`src/rtl/huff_frame_ctrl.sv`:
```
// Frame controller feeding a Huffman decoder one nibble at a time from packed 16-bit words.
// Optional idle-symbol timeout is built only when HUFF_CTRL_TIMEOUT_EN is defined.
module huff_frame_ctrl #(
   parameter int TIMEOUT_CYC = 1024
) (
   input  logic        clk,
   input  logic        reset,
   input  logic        cfg_start,
   input  logic [15:0] cfg_nsym,
   input  logic        w_valid,
   input  logic [15:0] w_data,
   output logic        w_ready,
   input  logic        dec_aready,
   output logic        dec_svalid,
   output logic [3:0]  dec_data,
   output logic [2:0]  dec_len,
   input  logic        dec_tvalid,
   output logic        dec_flush,
   output logic        busy,
   output logic        done,
   output logic [15:0] sym_count,
   output logic        err
);

   typedef enum logic [1:0] {S_IDLE, S_FETCH, S_FEED, S_FINISH} state_t;

   state_t      state_q, state_d;
   logic [15:0] nsym_q, nsym_d;
   logic [15:0] hold_q, hold_d;
   logic [15:0] sym_count_q, sym_count_d;
   logic [1:0]  k_q, k_d;
   logic        finish_q, finish_d;
   logic        busy_w;
   logic [3:0]  nibble_w;

   assign busy_w = (state_q == S_FETCH) || (state_q == S_FEED);

`ifdef HUFF_CTRL_TIMEOUT_EN
   localparam int TW = $clog2(TIMEOUT_CYC + 1);
   logic [TW-1:0] tmo_q, tmo_d;
   logic          err_q, err_d;
`else
   logic unused_tmo_param;
   assign unused_tmo_param = (TIMEOUT_CYC != 0);
`endif

   always_comb begin
      state_d     = state_q;
      nsym_d      = nsym_q;
      hold_d      = hold_q;
      sym_count_d = sym_count_q;
      k_d         = k_q;
      finish_d    = (state_q == S_FINISH);
`ifdef HUFF_CTRL_TIMEOUT_EN
      tmo_d = tmo_q;
      err_d = err_q;
`endif
      case (state_q)
         S_IDLE: begin
            if (cfg_start) begin
               nsym_d      = cfg_nsym;
               sym_count_d = 16'd0;
               state_d     = (cfg_nsym == 16'd0) ? S_FINISH : S_FETCH;
`ifdef HUFF_CTRL_TIMEOUT_EN
               tmo_d = '0;
               err_d = 1'b0;
`endif
            end
         end
         S_FETCH: begin
            if (w_valid) begin
               hold_d  = w_data;
               k_d     = 2'd0;
               state_d = S_FEED;
            end
         end
         S_FEED: begin
            if (dec_aready) begin
               k_d = k_q + 2'd1;
               if (k_q == 2'd3) state_d = S_FETCH;
            end
         end
         default: state_d = S_IDLE;
      endcase

      if (busy_w && dec_tvalid && (sym_count_q != nsym_q))
         sym_count_d = sym_count_q + 16'd1;

`ifdef HUFF_CTRL_TIMEOUT_EN
      if (busy_w) begin
         tmo_d = dec_tvalid ? '0 : tmo_q + 1'b1;
         if (tmo_d == TW'(TIMEOUT_CYC)) begin
            err_d   = 1'b1;
            state_d = S_FINISH;
         end
      end
`endif

      // Completion overrides any word or nibble transfer in the same cycle.
      if (busy_w && (sym_count_d == nsym_q))
         state_d = S_FINISH;
   end

   always_ff @(posedge clk or posedge reset) begin
      if (reset) begin
         state_q     <= S_IDLE;
         nsym_q      <= 16'd0;
         hold_q      <= 16'd0;
         sym_count_q <= 16'd0;
         k_q         <= 2'd0;
         finish_q    <= 1'b0;
      end else begin
         state_q     <= state_d;
         nsym_q      <= nsym_d;
         hold_q      <= hold_d;
         sym_count_q <= sym_count_d;
         k_q         <= k_d;
         finish_q    <= finish_d;
      end
   end

`ifdef HUFF_CTRL_TIMEOUT_EN
   always_ff @(posedge clk or posedge reset) begin
      if (reset) begin
         tmo_q <= '0;
         err_q <= 1'b0;
      end else begin
         tmo_q <= tmo_d;
         err_q <= err_d;
      end
   end
   assign err = err_q;
`else
   assign err = 1'b0;
`endif

   always_comb begin
      case (k_q)
         2'd0:    nibble_w = hold_q[15:12];
         2'd1:    nibble_w = hold_q[11:8];
         2'd2:    nibble_w = hold_q[7:4];
         default: nibble_w = hold_q[3:0];
      endcase
   end

   assign w_ready    = (state_q == S_FETCH);
   assign dec_svalid = (state_q == S_FEED);
   assign dec_data   = (state_q == S_FEED) ? nibble_w : 4'd0;
   assign dec_len    = (state_q == S_FEED) ? 3'd4 : 3'd0;
   assign busy       = busy_w;
   assign done       = finish_q;
   assign dec_flush  = finish_q;
   assign sym_count  = sym_count_q;

endmodule
```
`config.mk`:
```
export PLATFORM = sky130hd
export DESIGN_NAME = huff_frame_ctrl
export DESIGN_NICKNAME = d
export VERILOG_FILES = /design/src/rtl/huff_frame_ctrl.sv
export SDC_FILE = /design/constraint.sdc
export NUM_CORES = 1
export LEC_CHECK = 0
export BUFFER_PORTS_ARGS = -buffer_cell sky130_fd_sc_hd__buf_2
export CAP_MARGIN = 20
export CORE_UTILIZATION = 57
export DETAILED_ROUTE_END_ITERATION = 12
export HOLD_SLACK_MARGIN = 0.05
export PLACE_DENSITY = 0.91
export SLEW_MARGIN = 20
export SYNTH_ARGS = -nofsm -noshare
export SYNTH_HDL_FRONTEND = slang
export SYNTH_SLANG_ARGS = --single-unit
```
`constraint.sdc`:
```
create_clock -name clk -period 3.1 [get_ports clk]
set_clock_uncertainty 0.05 [all_clocks]
set_input_delay 0.31 -clock clk [delete_from_list [all_inputs] [get_ports clk]]
set_output_delay 0.31 -clock clk [all_outputs]
set_load 0.05 [all_outputs]
```
# [Word-level counts from Yosys, hierarchy flattened]
# Index checks and enable logic that the tools add are counted.
[classes] n_eq_ne=14 addsub=2 n_mux=16 n_reduce_logical=12
[ops] cell="two-way mux 16 bit" n=3
[ops] cell="adder 16 x 1 -> 16 bit (second input constant)" n=1
[ops] cell="== test 16 bit" n=1
[ops] cell="zero test 16 bit" n=1
[ops] cell="two-way mux 2 bit" n=8
[ops] cell="inequality test 16 bit" n=1
[ops] cell="case mux 4 bit (3 select lines)" n=1
[ops] cell="== test 2 bit (second input constant)" n=4
[ops] cell="inequality test 3 x 2 -> 1 bit (second input constant)" n=2
[ops] cell="case mux 2 bit (3 select lines)" n=1
[ops] cell="== test 2 x 1 -> 1 bit (second input constant)" n=2
[ops] cell="zero test 2 bit" n=2
[ops] cell="two-way mux 4 bit" n=1
[ops] cell="inequality test 2 bit (second input constant)" n=2
[ops] cell="case mux 2 bit (2 select lines)" n=1
[ops] cell="AND reduction 2 bit" n=2
[ops] cell="AND reduction 4 bit" n=1
[ops] cell="logical AND 1 bit" n=3
[ops] cell="two-way mux 3 bit" n=1
[ops] cell="inequality test 3 x 1 -> 1 bit (second input constant)" n=1
[ops] cell="inequality test 3 bit (second input constant)" n=1
[ops] cell="AND reduction 3 bit" n=1
[ops] cell="adder 2 x 1 -> 2 bit (second input constant)" n=1
[ops] cell="nonzero test 2 bit" n=1
[ops] cell="logical OR 1 bit" n=1
[totals] regBits=53 out_inout_bits=29

# [Depth between registers and ports, before layout]
[logic_depth] ltp_word=9 depth_mapped=10 ltp_nobuf=10

# [Worst setup path after synthesis]
# No wires, ideal clock.
[synth_path] kind="reg2reg" startpoint="register sym_count_q[0], in the netlist sym_count[0]" endpoint="register state_q[0]" path_buffers=1 setup_slack_ns=0.311 required_ns=2.973 period_less_slack_ns=2.789 path_stages_with_launch=10 arrival_ns=2.662 path_cell_list="dfrtp_1 -> buf_2 -> xnor2_1 -> nand4_1 -> nor4_4 -> a21o_4 -> mux2_2 -> a2111oi_0 -> nand4_1 -> o21ai_1"
[synth_via] elab_chain_cells=7
[synth_lines] item="from (decl)" line="30" rtl="logic [15:0] sym_count_q, sym_count_d;"
[synth_lines] item="from (signal assigned)" line="116" rtl="sym_count_q <= sym_count_d;"
[synth_lines] item="branches (longest 2 deep; another with adder 16 x 1 -> 16 bit)"
[synth_lines] item="two-way mux 16 bit (*)" line="86" rtl="if (busy_w && dec_tvalid && (sym_count_q != nsym_q))"
[synth_lines] item="== test 16 bit (*)" line="100" rtl="if (busy_w && (sym_count_d == nsym_q))"
[synth_lines] item="logical AND 1 bit (*)" line="100"
[synth_lines] item="inequality test 3 x 1 -> 1 bit (no line), or another cell as far along"
[synth_lines] item="AND reduction 4 bit (no line)"
[synth_lines] item="to (signal assigned)" line="113" rtl="state_q <= state_d;"
[synth_lines] item="to (decl)" line="27" rtl="state_t state_q, state_d;"
# Every way passes the cells marked *.
# A chain may end at the register's enable or synchronous reset.

# [Worst setup path in the final report]
[layout_path] startpoint="register sym_count_q[0], in the netlist sym_count[0]" endpoint="register state_q[1]"
# Same word-level chain as after synthesis.

==> flow_metrics.env <==
export IMPL_vias=3552
export IMPL_ys_ff_latch=53
export IMPL_setup_viol=0
export IMPL_diodes=0
export IMPL_synth_edf_count=0
export IMPL_dominantRegCellSynth="dfrtp_1"
export IMPL_nets=521
export IMPL_drt_iter0_drc=298
export IMPL_cts_tree="yes"
export IMPL_cts_buffer_depth=2
export IMPL_core_area_um2=6350
export IMPL_multiInputGateArea_um2=2220
export IMPL_powerDensity_nw_per_um2=934
export IMPL_p_leak_nw=1.85
export IMPL_slew_violations=0
export IMPL_synth_cells=407
export IMPL_grt_max_degree=37
export IMPL_rsz0062_at_grt="false"
export IMPL_cts_max_level=2
export IMPL_cp_arrival_ns=3.10
export IMPL_rows=29
export IMPL_dp_slack_ns=0.259
export IMPL_layout_setup_ws_ns=0.166
export IMPL_worstPathRequired_ns=3.26
export IMPL_hold_viol=0
export IMPL_numPortBuffers=63
export IMPL_ys_types=70
export IMPL_synth_warnings=0
export IMPL_slew_headroom_pct=47.3
export IMPL_synthArstFlopShare_pct=100
export IMPL_switchingPower_w=0.00199
export IMPL_n_fill_cell=514
export IMPL_power_frac_comb_pct=57.4
export IMPL_drive_gt1_share_pct=30.4
export IMPL_io_pins=67
export IMPL_rr_worst_depth=10
export IMPL_final_common_cell="buf_2"
export IMPL_clk_pin_slew_ns=0.11
export IMPL_synth_area_um2=3770
export IMPL_wl_per_cell_um=21.0
export IMPL_dieWidth_um=83.3
export IMPL_grt_pass1_wl_um=18200
export IMPL_synthToLayoutAreaGrowth_pct=13.7
export IMPL_tns_ns=0
export IMPL_r2r_end="state_q[1]$_DFFE_PP0P_"
export IMPL_start_util_pct=59.4
export IMPL_die_area_um2=6940
export IMPL_fp_dieH_um=83.3
export IMPL_peakVddDrop_v=0.000640
export IMPL_grt_antenna_before_repair=0
export IMPL_drt_pass1_iterations=6
export IMPL_switching_share_pct=49.6
export IMPL_overflow=0
export IMPL_dp_hpwl_um=9040
export IMPL_place_gp_congestion=0.949
export IMPL_viasPerCell=6.45
export IMPL_drc=0
export IMPL_tightest_slew_ns=0.783
export IMPL_regArea_um2=1330
export IMPL_cts_root_buf="clkbuf_8"
export IMPL_clock_fmax_mhz=341
export IMPL_grt_pass1_vias=3388
export IMPL_r2r_slack_ns=0.17
export IMPL_clkPwrFrac_pct=10.6
export IMPL_crit_fanout=12
export IMPL_avgSynthCellArea_um2=9.26
export IMPL_endpoint_kind="flop"
export IMPL_clock_latency_ns=0.32
export IMPL_status="completed"
export IMPL_cp_start_kind="flop"
export IMPL_maxCapViolCount=0
export IMPL_period_share_pct=94.6
export IMPL_worstSetupPathType="reg2reg"
export IMPL_cts_sinks=53
export IMPL_intPower_w=0.00202
export IMPL_worstReg2RegStart="sym_count[0]$_DFF_PP0_"
export IMPL_hp_class="in2async"
export IMPL_ant_nets=0
export IMPL_wl_um=11600
export IMPL_seqPwrFrac_pct=32.0
export IMPL_finalCriticalPeriod_ns=2.93
export IMPL_track_usage_pct=33.8
export IMPL_ys_seq_area_share_pct=35.2
export IMPL_cts_buffers=5
export IMPL_final_cell_mix="63 x buf_2, 53 x dfrtp_1, 45 x nand2_1, 40 x o21ai_0, 27 x mux2_2"
area by class of cell:
class / instances / area share [%]
clock buffer: 5 / 1.60
timing repair buffer: 87 / 11.6
tap: 77 / 2.25
multi-input combinational: 311 / 51.8
inverter: 15 / 1.31
clock inverter: 3 / 0.584
sequential: 53 / 30.9
power by group through the flow:
stage          logic, W  registers, W  clock network [W]
6_report        0.00230       0.00128           0.000425
5_1_grt         0.00245       0.00132           0.000449
4_1_cts         0.00225       0.00127           0.000431
3_5_place_dp    0.00224       0.00129                  0
3_3_place_gp    0.00221       0.00126                  0
2_1_floorplan   0.00163       0.00128                  0
synthesized netlist by cell type, drive strengths merged (8+ instances only):
| master | count | area, um^2 |
|---|---|---|
| buf | 18 | 128 |
| o31ai | 11 | 82.6 |
| nor2 | 15 | 58.8 |
| a21oi | 15 | 78.8 |
| nor4 | 9 | 92.6 |
| xnor2 | 21 | 191 |
| nor3 | 8 | 45.0 |
| nand3 | 9 | 45.0 |
| ha | 10 | 125 |
| inv | 15 | 56.3 |
| dfrtp | 53 | 1330 |
| nand4 | 12 | 96.3 |
| clkbuf | 12 | 55.1 |
| and2 | 8 | 50.1 |
| mux2 | 27 | 304 |
| o21ai | 42 | 210 |
| nand2 | 46 | 175 |
| xor2 | 8 | 77.6 |
sequential cells by signal, summed over array words and instances, names as in the netlist:
name / cells
state_q: 2
nsym_q: 16
dec_flush: 1
hold_q: 16
sym_count: 16
k_q: 2
stage by stage:
step	instances	utilization, %	power (W)	hold slack [ns]	area (um^2)
after global routing	551	67.5	0.00422	0.118	4290
after CTS	551	67.4	0.00395	0.0933	4280
after floorplan	409	-	0.00291	0.377	3780
after detailed placement	543	65.9	0.00352	0.443	4190
final	551	67.5	0.00400	0.0701	4290
after global placement	543	65.9	0.00347	0.429	4190
worst max path at each step:
stage | cells after the start | to | start
after floorplan | 9 | state_q[0]$_DFFE_PP0P_ | sym_count[0]$_DFF_PP0_
after CTS | 8 | state_q[1]$_DFFE_PP0P_ | sym_count[0]$_DFF_PP0_
after global routing | 8 | state_q[1]$_DFFE_PP0P_ | sym_count[0]$_DFF_PP0_
after detailed placement | 8 | state_q[1]$_DFFE_PP0P_ | sym_count[0]$_DFF_PP0_
after global placement | 8 | state_q[0]$_DFFE_PP0P_ | sym_count[0]$_DFF_PP0_
final | 10 | state_q[1]$_DFFE_PP0P_ | sym_count[0]$_DFF_PP0_
critical path, stage by stage, from the launching register on:
cell	delay, ns
dfrtp_1	0.59
ha_1	0.32
buf_4	0.18
nand3_1	0.10
nor4_2	0.58
xnor2_1	0.16
o22ai_1	0.22
nor2b_1	0.07
o32a_1	0.34
nand4_1	0.16
o21ai_1	0.07
cell families (layout without fill, tap and decap cells):
| family | after synthesis | after routing | synth area share, % |
|---|---|---|---|
| fa+ha+maj | 10 | 10 | 3.32 |
| other cells | 1 | 3 | 0.0995 |
| buf+inv | 45 | 110 | 6.34 |
| mux | 31 | 31 | 9.13 |
| simple gates | 127 | 127 | 18.6 |
| xor+xnor | 29 | 29 | 7.14 |
| flops | 53 | 53 | 35.2 |
| compound gates | 111 | 111 | 20.2 |
repair_timing:
item,4_1_cts,5_1_grt
endpoints found under the hold margin,0,0
buffers inserted,0,0
gates resized for setup,0,2
setup endpoints to repair,0,2
hold buffers,0,0
metal layers:
layer	vias to the layer above	track usage [%]	share of wire (%)
li1	1616	-	-
met1	1686	44.4	41
met2	217	55.7	47
met3	33	6.36	8.9
met4	0	12.4	3.0
met5	-	0	0
(Power assumes the default switching activity.)
